**config.mk**
```make
export PLATFORM = sky130hd
export DESIGN_NAME = hilo_write_arbiter
export DESIGN_NICKNAME = d
export VERILOG_FILES = /design/src/rtl/hilo_write_arbiter.sv
export SDC_FILE = /design/constraint.sdc
export NUM_CORES = 1
export LEC_CHECK = 0
export CORE_UTILIZATION = 39
export CTS_CLUSTER_DIAMETER = 60
export DETAILED_ROUTE_END_ITERATION = 6
export HOLD_SLACK_MARGIN = 0.06
export PLACE_DENSITY = 0.92
export SLEW_MARGIN = 40
export SYNTH_ARGS = -nofsm -noshare
export SYNTH_HDL_FRONTEND = slang
export SYNTH_SLANG_ARGS = --single-unit
```
**constraint.sdc**
```tcl
create_clock -name Clk -period 3.4 [get_ports Clk]
set_input_delay 0.68 -clock Clk [delete_from_list [all_inputs] [get_ports Clk]]
set_output_delay 0.68 -clock Clk [all_outputs]
set_load 0.005 [all_outputs]
```
**src/rtl/hilo_write_arbiter.sv**
```systemverilog
// Two-requester HI/LO write-path arbiter with a one-entry registered output stage.
// Define HILO_ARB_FIXED_PRI_EN for fixed A-over-B priority instead of bounded-hold round robin.
module hilo_write_arbiter #(
  parameter int unsigned MAX_HOLD = 2,
  parameter int unsigned DATA_W   = 64
) (
  input  logic              Clk,
  input  logic              Reset,
  input  logic              ReqA_Valid,
  input  logic [DATA_W-1:0] ReqA_Data,
  output logic              ReqA_Ready,
  input  logic              ReqB_Valid,
  input  logic [DATA_W-1:0] ReqB_Data,
  output logic              ReqB_Ready,
  output logic              MuxSel,
  output logic              Out_Valid,
  output logic [DATA_W-1:0] Out_Data,
  output logic              Out_Src,
  input  logic              Out_Ready
);

  typedef enum logic [1:0] {StIdle, StHoldA, StHoldB} state_e;

  localparam logic [3:0] MaxHold = 4'(MAX_HOLD);

  state_e            state_q, state_d;
  logic [3:0]        hold_cnt_q, hold_cnt_d;
  logic              last_grant_q, last_grant_d;
  logic              out_valid_q, out_valid_d;
  logic [DATA_W-1:0] out_data_q, out_data_d;
  logic              out_src_q, out_src_d;

  logic load_en;
  logic have_win;
  logic win;

  assign load_en = !out_valid_q || Out_Ready;

  // Winner: 0 = A, 1 = B. have_win implies the winner's Valid is high.
  always_comb begin
    have_win = 1'b0;
    win      = 1'b0;
`ifdef HILO_ARB_FIXED_PRI_EN
    if (ReqA_Valid) begin
      have_win = 1'b1;
      win      = 1'b0;
    end else if (ReqB_Valid) begin
      have_win = 1'b1;
      win      = 1'b1;
    end
`else
    if (state_q == StHoldA && ReqA_Valid && (hold_cnt_q < MaxHold || !ReqB_Valid)) begin
      have_win = 1'b1;
      win      = 1'b0;
    end else if (state_q == StHoldB && ReqB_Valid &&
                 (hold_cnt_q < MaxHold || !ReqA_Valid)) begin
      have_win = 1'b1;
      win      = 1'b1;
    end else if (ReqA_Valid && ReqB_Valid) begin
      have_win = 1'b1;
      win      = ~last_grant_q;
    end else if (ReqA_Valid) begin
      have_win = 1'b1;
      win      = 1'b0;
    end else if (ReqB_Valid) begin
      have_win = 1'b1;
      win      = 1'b1;
    end
`endif
  end

  assign MuxSel     = !Reset && have_win && win;
  assign ReqA_Ready = !Reset && load_en && have_win && !win && ReqA_Valid;
  assign ReqB_Ready = !Reset && load_en && have_win && win && ReqB_Valid;

  always_comb begin
    state_d      = state_q;
    hold_cnt_d   = hold_cnt_q;
    last_grant_d = last_grant_q;
    out_valid_d  = out_valid_q;
    out_data_d   = out_data_q;
    out_src_d    = out_src_q;
    if (load_en) begin
      if (have_win) begin
        out_valid_d = 1'b1;
        out_data_d  = win ? ReqB_Data : ReqA_Data;
        out_src_d   = win;
`ifndef HILO_ARB_FIXED_PRI_EN
        last_grant_d = win;
        if (state_q == (win ? StHoldB : StHoldA)) begin
          if (hold_cnt_q != 4'hf) hold_cnt_d = hold_cnt_q + 4'd1;
        end else begin
          state_d    = win ? StHoldB : StHoldA;
          hold_cnt_d = 4'd1;
        end
`endif
      end else begin
        // Either empty or drained this cycle; nothing replaces it.
        out_valid_d = 1'b0;
        state_d     = StIdle;
        hold_cnt_d  = 4'd0;
      end
    end
  end

  always_ff @(posedge Clk) begin
    if (Reset) begin
      state_q      <= StIdle;
      hold_cnt_q   <= 4'd0;
      last_grant_q <= 1'b1;
      out_valid_q  <= 1'b0;
      out_data_q   <= '0;
      out_src_q    <= 1'b0;
    end else begin
      state_q      <= state_d;
      hold_cnt_q   <= hold_cnt_d;
      last_grant_q <= last_grant_d;
      out_valid_q  <= out_valid_d;
      out_data_q   <= out_data_d;
      out_src_q    <= out_src_d;
    end
  end

  assign Out_Valid = out_valid_q;
  assign Out_Data  = out_data_q;
  assign Out_Src   = out_src_q;

endmodule

```
Word level (Yosys, flattened, before mapping)
Cells that the tools add are included.
{ "totals": {"ff_bits": 73, "input_bits": 133, "output_inout_bits": 69, "wordCells": 56} }
{ "classes": {"addsub": 1, "magnitude_cmp": 1, "eq_ne": 6, "n_mux": 17, "n_bitwise": 1, "reduce_logical": 24} }
{ "op_table": {"columns": ["op", "n"], "rows": [
  ["$mux W64", 1],
  ["$logic_and A1 B1 Y1", 13],
  ["$mux W4", 3],
  ["$mux W1", 10],
  ["$mux W2", 3],
  ["$reduce_and A2 Y1", 3],
  ["$logic_not A1 Y1", 5],
  ["$add A4 B1 Y4 const B", 1],
  ["$lt A4 B2 Y1 const B", 1],
  ["$ne A4 B4 Y1 const B", 1],
  ["$logic_or A1 B1 Y1", 3],
  ["$ne A3 B2 Y1 const B", 1],
  ["$eq A2 B1 Y1 const B", 1],
  ["$eq A2 B2 Y1", 1],
  ["$eq A2 B2 Y1 const B", 1],
  ["$ne A2 B2 Y1 const B", 1],
  ["$not A1 Y1", 1]
]} }

Depth between registers and ports, before layout
{ "logic_depth": {"depth_word": 9, "depth_mapped": 8, "depth_no_buf": 5} }

Worst setup path before layout
No wires, ideal clock.
{ "synth_timing": {"kind": "in2out", "from": "input port ReqA_Valid", "to": "output port ReqB_Ready", "t_arrival_ns": 1.753, "t_required_ns": 2.720, "setup_slack_ns": 0.967, "cell_stages": 6, "path_buffers": 2, "cell_sequence": "clkbuf_1 -> nand2_1 -> o31ai_4 -> a31o_2 -> nor3_1 -> buf_2"} }
{ "synth_via": {"elab_chain_len": 8, "elab_cells_between_ends": 17, "cone_classes": "8 x mux; 9 x reduce/logical"} }
{ "synth_lines": {"columns": ["element", "line_no", "text"], "rows": [
  ["start: declaration", "9", "input logic ReqA_Valid,"],
  ["$logic_not A1 Y1", "56", "(hold_cnt_q < MaxHold || !ReqA_Valid)) begin"],
  ["$logic_or A1 B1 Y1", "56", null],
  ["$logic_and A1 B1 Y1", "55", "end else if (state_q == StHoldB && ReqB_Valid &&"],
  ["$mux W1", "55", null],
  ["$mux W1", "52", "if (state_q == StHoldA && ReqA_Valid && (hold_cnt_q < MaxHold || !ReqB_Valid)) begin"],
  ["$logic_and A1 B1 Y1", "74", "assign ReqB_Ready = !Reset && load_en && have_win && win && ReqB_Valid;"],
  ["$logic_and A1 B1 Y1 * (2 in a row)", "74", null],
  ["end: declaration", "14", "output logic ReqB_Ready,"]
]} }
Mark *: on every way between the ends. The rest lies on a longest branch, timed or not.

Final worst setup path
{ "layout_timing": {"from": "input port ReqA_Valid", "to": "output port ReqA_Ready"} }
{ "layout_via": {"elab_chain_len": 8, "elab_cells_between_ends": 18, "cone_classes": "8 x mux; 10 x reduce/logical"} }
{ "layout_lines": {"columns": ["element", "line_no", "text"], "rows": [
  ["$logic_not A1 Y1", "56", null],
  ["$logic_or A1 B1 Y1", "56", null],
  ["$logic_and A1 B1 Y1", "55", null],
  ["$mux W1", "55", null],
  ["$mux W1", "52", null],
  ["$logic_and A1 B1 Y1 or $logic_not A1 Y1 (tied branches)", "73", "assign ReqA_Ready = !Reset && load_en && have_win && !win && ReqA_Valid;"],
  ["$logic_and A1 B1 Y1", "73", null],
  ["$logic_and A1 B1 Y1 *", "73", null],
  ["end: declaration", "11", "output logic ReqA_Ready,"]
]} }
Marks and branches as above.

==> flow_metrics.py <==
metrics = {
    "layout": {
        "n_fill_cell": 565,
        "fin_cells": 581,
        "register_area_sq_um": 1460,
        "multiInputGateArea_sq_um": 1400,
        "syn2layout_area_growth_pct": 74.6,
        "drive_above_1_share_pct": 6.02,
        "final_nets": 611,
        "insertedDiodeCount": 0,
    },
    "power_and_ir_drop": {
        "cellLeakagePower_nw": 2.03,
        "worst_ir_drop_vdd_mv": 0.233,
        "powerDensity_nw_per_um2": 415,
    },
    "routing": {
        "antenna_left": 0,
        "routed_wl_microns": 10000,
        "drc": 0,
        "wl_per_cell_microns": 17.3,
        "via_count": 3052,
        "vias_per_cell": 5.25,
        "dr.pass1.iters": 4,
        "initialDrtViolationCount": 116,
    },
    "global_route": {
        "first_global_vias": 3126,
        "grt_max_degree": 65,
        "antenna_found_initial": 0,
        "grt_pass1_wl_microns": 15800,
        "track_usage_pct": 24.5,
        "overflow": 0,
    },
    "sta": {
        "fin_skew_ns": 0.00862,
        "rsz0062_at_grt": "no",
        "worst_slew_pin_slew_ns": 0.715,
        "fin_crit_sh_pct": 93.3,
        "clock.fmax_mhz": 315,
        "max_slew_margin_pct": 52.3,
        "fin_crit_ns": 3.17,
        "drv_slew": 0,
        "tns_ns": 0,
        "setup_viol": 0,
        "hold_viol_final": 0,
    },
    "clocking": {
        "cts_tree": "yes",
        "cts.clk_slew.worst_paths_ns": 0.07,
        "post-cts-setup-buffer-count": 0,
        "hold_buffers": 0,
        "clock-root-buffer": "clkbuf_8",
        "cts.path.max_buffers": 2,
        "post_cts_resized": 0,
        "cts_inserted_buffers": 9,
        "clk_latency_ns": 0.34,
        "htreeDepth": 3,
        "cts.sinks": 73,
    },
    "min_path": {
        "worstHoldStart": "state_q[0]",
        "hold_depth": 2,
        "hold_path.class": "register to register",
        "hold_end": "state_q[0]",
    },
    "worst_setup_path": {
        "crit_path_start_kind": "input pin",
        "cp-end-kind": "output pin",
        "max_stage_delay_ns": 0.54,
        "path_class": "input pin to output pin",
        "timing.rr.end": "Out_Data[44]",
        "critPathRequiredTime_ns": 2.72,
        "r2r_setup_slack_ns": 0.93,
        "cp_slowest_cell": "clkdlybuf4s50_1",
        "crit_chain": "clkdlybuf4s50_1 > nand2_1 > o31ai_4 > a31oi_1 > nor3_4 > clkdlybuf4s50_1",
        "crit_arrival_ns": 2.49,
        "rr_startpoint": "hold_cnt_q[3]",
        "cp_max_fo": 3,
        "r2r_cells": 6,
        "cpMostUsedCell": "clkdlybuf4s50_1",
    },
    "yosys": {
        "synthesis.nets": 416,
        "async_flop_share_pct": 0,
        "syn_inst": 282,
        "ys.flop_type": "dfxtp_1",
        "synth_area_per_cell_sq_um": 10.7,
        "synth-seq-area-share_pct": 48.3,
        "synth_cell_types": 33,
        "netlist_area_sq_um": 3030,
        "synth_edf_count": 0,
        "yosys_warnings": 0,
        "ys_seq_elements": 73,
    },
    "floorplan": {
        "core_sq_um": 7370,
        "ios": 202,
        "initial_core_util_pct": 41.1,
        "die_x_microns": 90.1,
        "fp-row-count": 31,
        "dieHeight_microns": 90.1,
        "die_area_sq_um": 8110,
    },
    "placed_design": {
        "post-dp-hpwl_microns": 7150,
        "dp.cells": 565,
        "gp_congestion": 0.949,
        "io_buffers": 201,
    },
    "job": {
        "max-cap-violations": 0,
    },
    "outcome": {
        "status": "finished clean",
    },
}
==> per-layer routing <==
| layer | part of all wire [%] | vias to the layer above | global-route usage, % |
|---|---|---|---|
| li1 | - | 1460 | - |
| met4 | 2.0 | 0 | 9.81 |
| met1 | 40 | 1433 | 27.8 |
| met5 | 0 | - | 0 |
| met3 | 6.6 | 21 | 5.41 |
| met2 | 52 | 138 | 44.1 |
==> how the worst max path moves through the flow <==
stage	startpoint	endpoint	slack, ns	cells past startpoint
4_1_cts	ReqB_Valid	ReqB_Ready	0.24	5
3_5_place_dp	ReqB_Valid	ReqB_Ready	0.24	5
2_1_floorplan	ReqA_Valid	ReqB_Ready	0.97	6
6_report	ReqA_Valid	ReqA_Ready	0.23	6
3_3_place_gp	ReqB_Valid	ReqB_Ready	0.29	5
5_1_grt	ReqA_Valid	ReqA_Ready	0.16	6
==> report_power, final <==
group          switching [W]  internal [W]  total [W]
Clock               0.000311      0.000433   0.000744
Sequential         0.0000391      0.000928   0.000967
Combinational       0.000154      0.000325   0.000479
==> through the flow <==
step           setup slack, ns  total power [W]  area [sq um]  utilization [%]  hold slack, ns
2_1_floorplan            0.967          0.00114          3030                -           0.454
3_3_place_gp             0.293          0.00145          5060             68.7           0.487
3_5_place_dp             0.242          0.00146          5060             68.7           0.489
4_1_cts                  0.242          0.00221          5280             71.7           0.504
5_1_grt                  0.162          0.00228          5280             71.7           0.547
6_report                 0.228          0.00219          5280             71.7           0.517
==> cells by family after synthesis <==
logic type | after synthesis | synth area share (%)
and+or+nand+nor | 98 | 18.9
AOI/OAI and AO/OA | 84 | 25.7
DFF | 73 | 48.3
buffers and inverters | 24 | 5.91
muxes | 2 | 0.703
adders and majority gates | 1 | 0.413
==> registers in the layout (all words and copies together), names as in the netlist <==
signal / cells
Out_Data: 64
hold_cnt_q: 4
state_q: 2
Out_Src: 1
Out_Valid: 1
last_grant_q: 1
==> cell usage after synthesis (all sizes together) (2+ instances only) <==
| library cell | number | area [sq um] |
|---|---|---|
| clkbuf | 9 | 33.8 |
| nand2b | 2 | 12.5 |
| nor2 | 9 | 33.8 |
| dfxtp | 73 | 1460 |
| buf | 14 | 141 |
| nand3 | 5 | 25.0 |
| nor3 | 4 | 25.0 |
| a221o | 64 | 641 |
| nand2 | 8 | 30.0 |
| a21oi | 8 | 40.0 |
| o21ai | 4 | 20.0 |
| and2 | 64 | 400 |
==> layout make-up <==
type / count / share of cell area [%]
repair buffers: 207 / 39.2
flip-flops and latches: 73 / 27.7
multi-input cells: 185 / 26.6
clock buffers: 11 / 2.68
well taps: 99 / 2.34
clock inverters: 5 / 1.49
inverters: 1 / 0.0711
==> layout by cell type (no fill, tap or decap), types with 2 or more instances in the layout <==
| cell | synthesis | final |
|---|---|---|
| a21oi_1 | 8 | 8 |
| clkinv_2 | 0 | 2 |
| dfxtp_1 | 73 | 73 |
| nand2_1 | 8 | 8 |
| bufinv_16 | 0 | 2 |
| nor3_1 | 3 | 2 |
| clkdlybuf4s50_1 | 0 | 201 |
| buf_4 | 1 | 5 |
| nand2b_1 | 2 | 2 |
| a221o_1 | 64 | 64 |
| and2_1 | 64 | 64 |
| nand3_1 | 5 | 5 |
| clkbuf_8 | 0 | 10 |
| o21ai_0 | 4 | 4 |
| nor2_1 | 9 | 8 |
==> critical path, delay by kind of cell <==
kind,cells,cell delay [ns]
and+or+nand+nor,2,0.39
AOI/OAI and AO/OA,2,0.38
buffers and inverters,2,1.04
No activity file was read; power rests on OpenSTA's default activity.
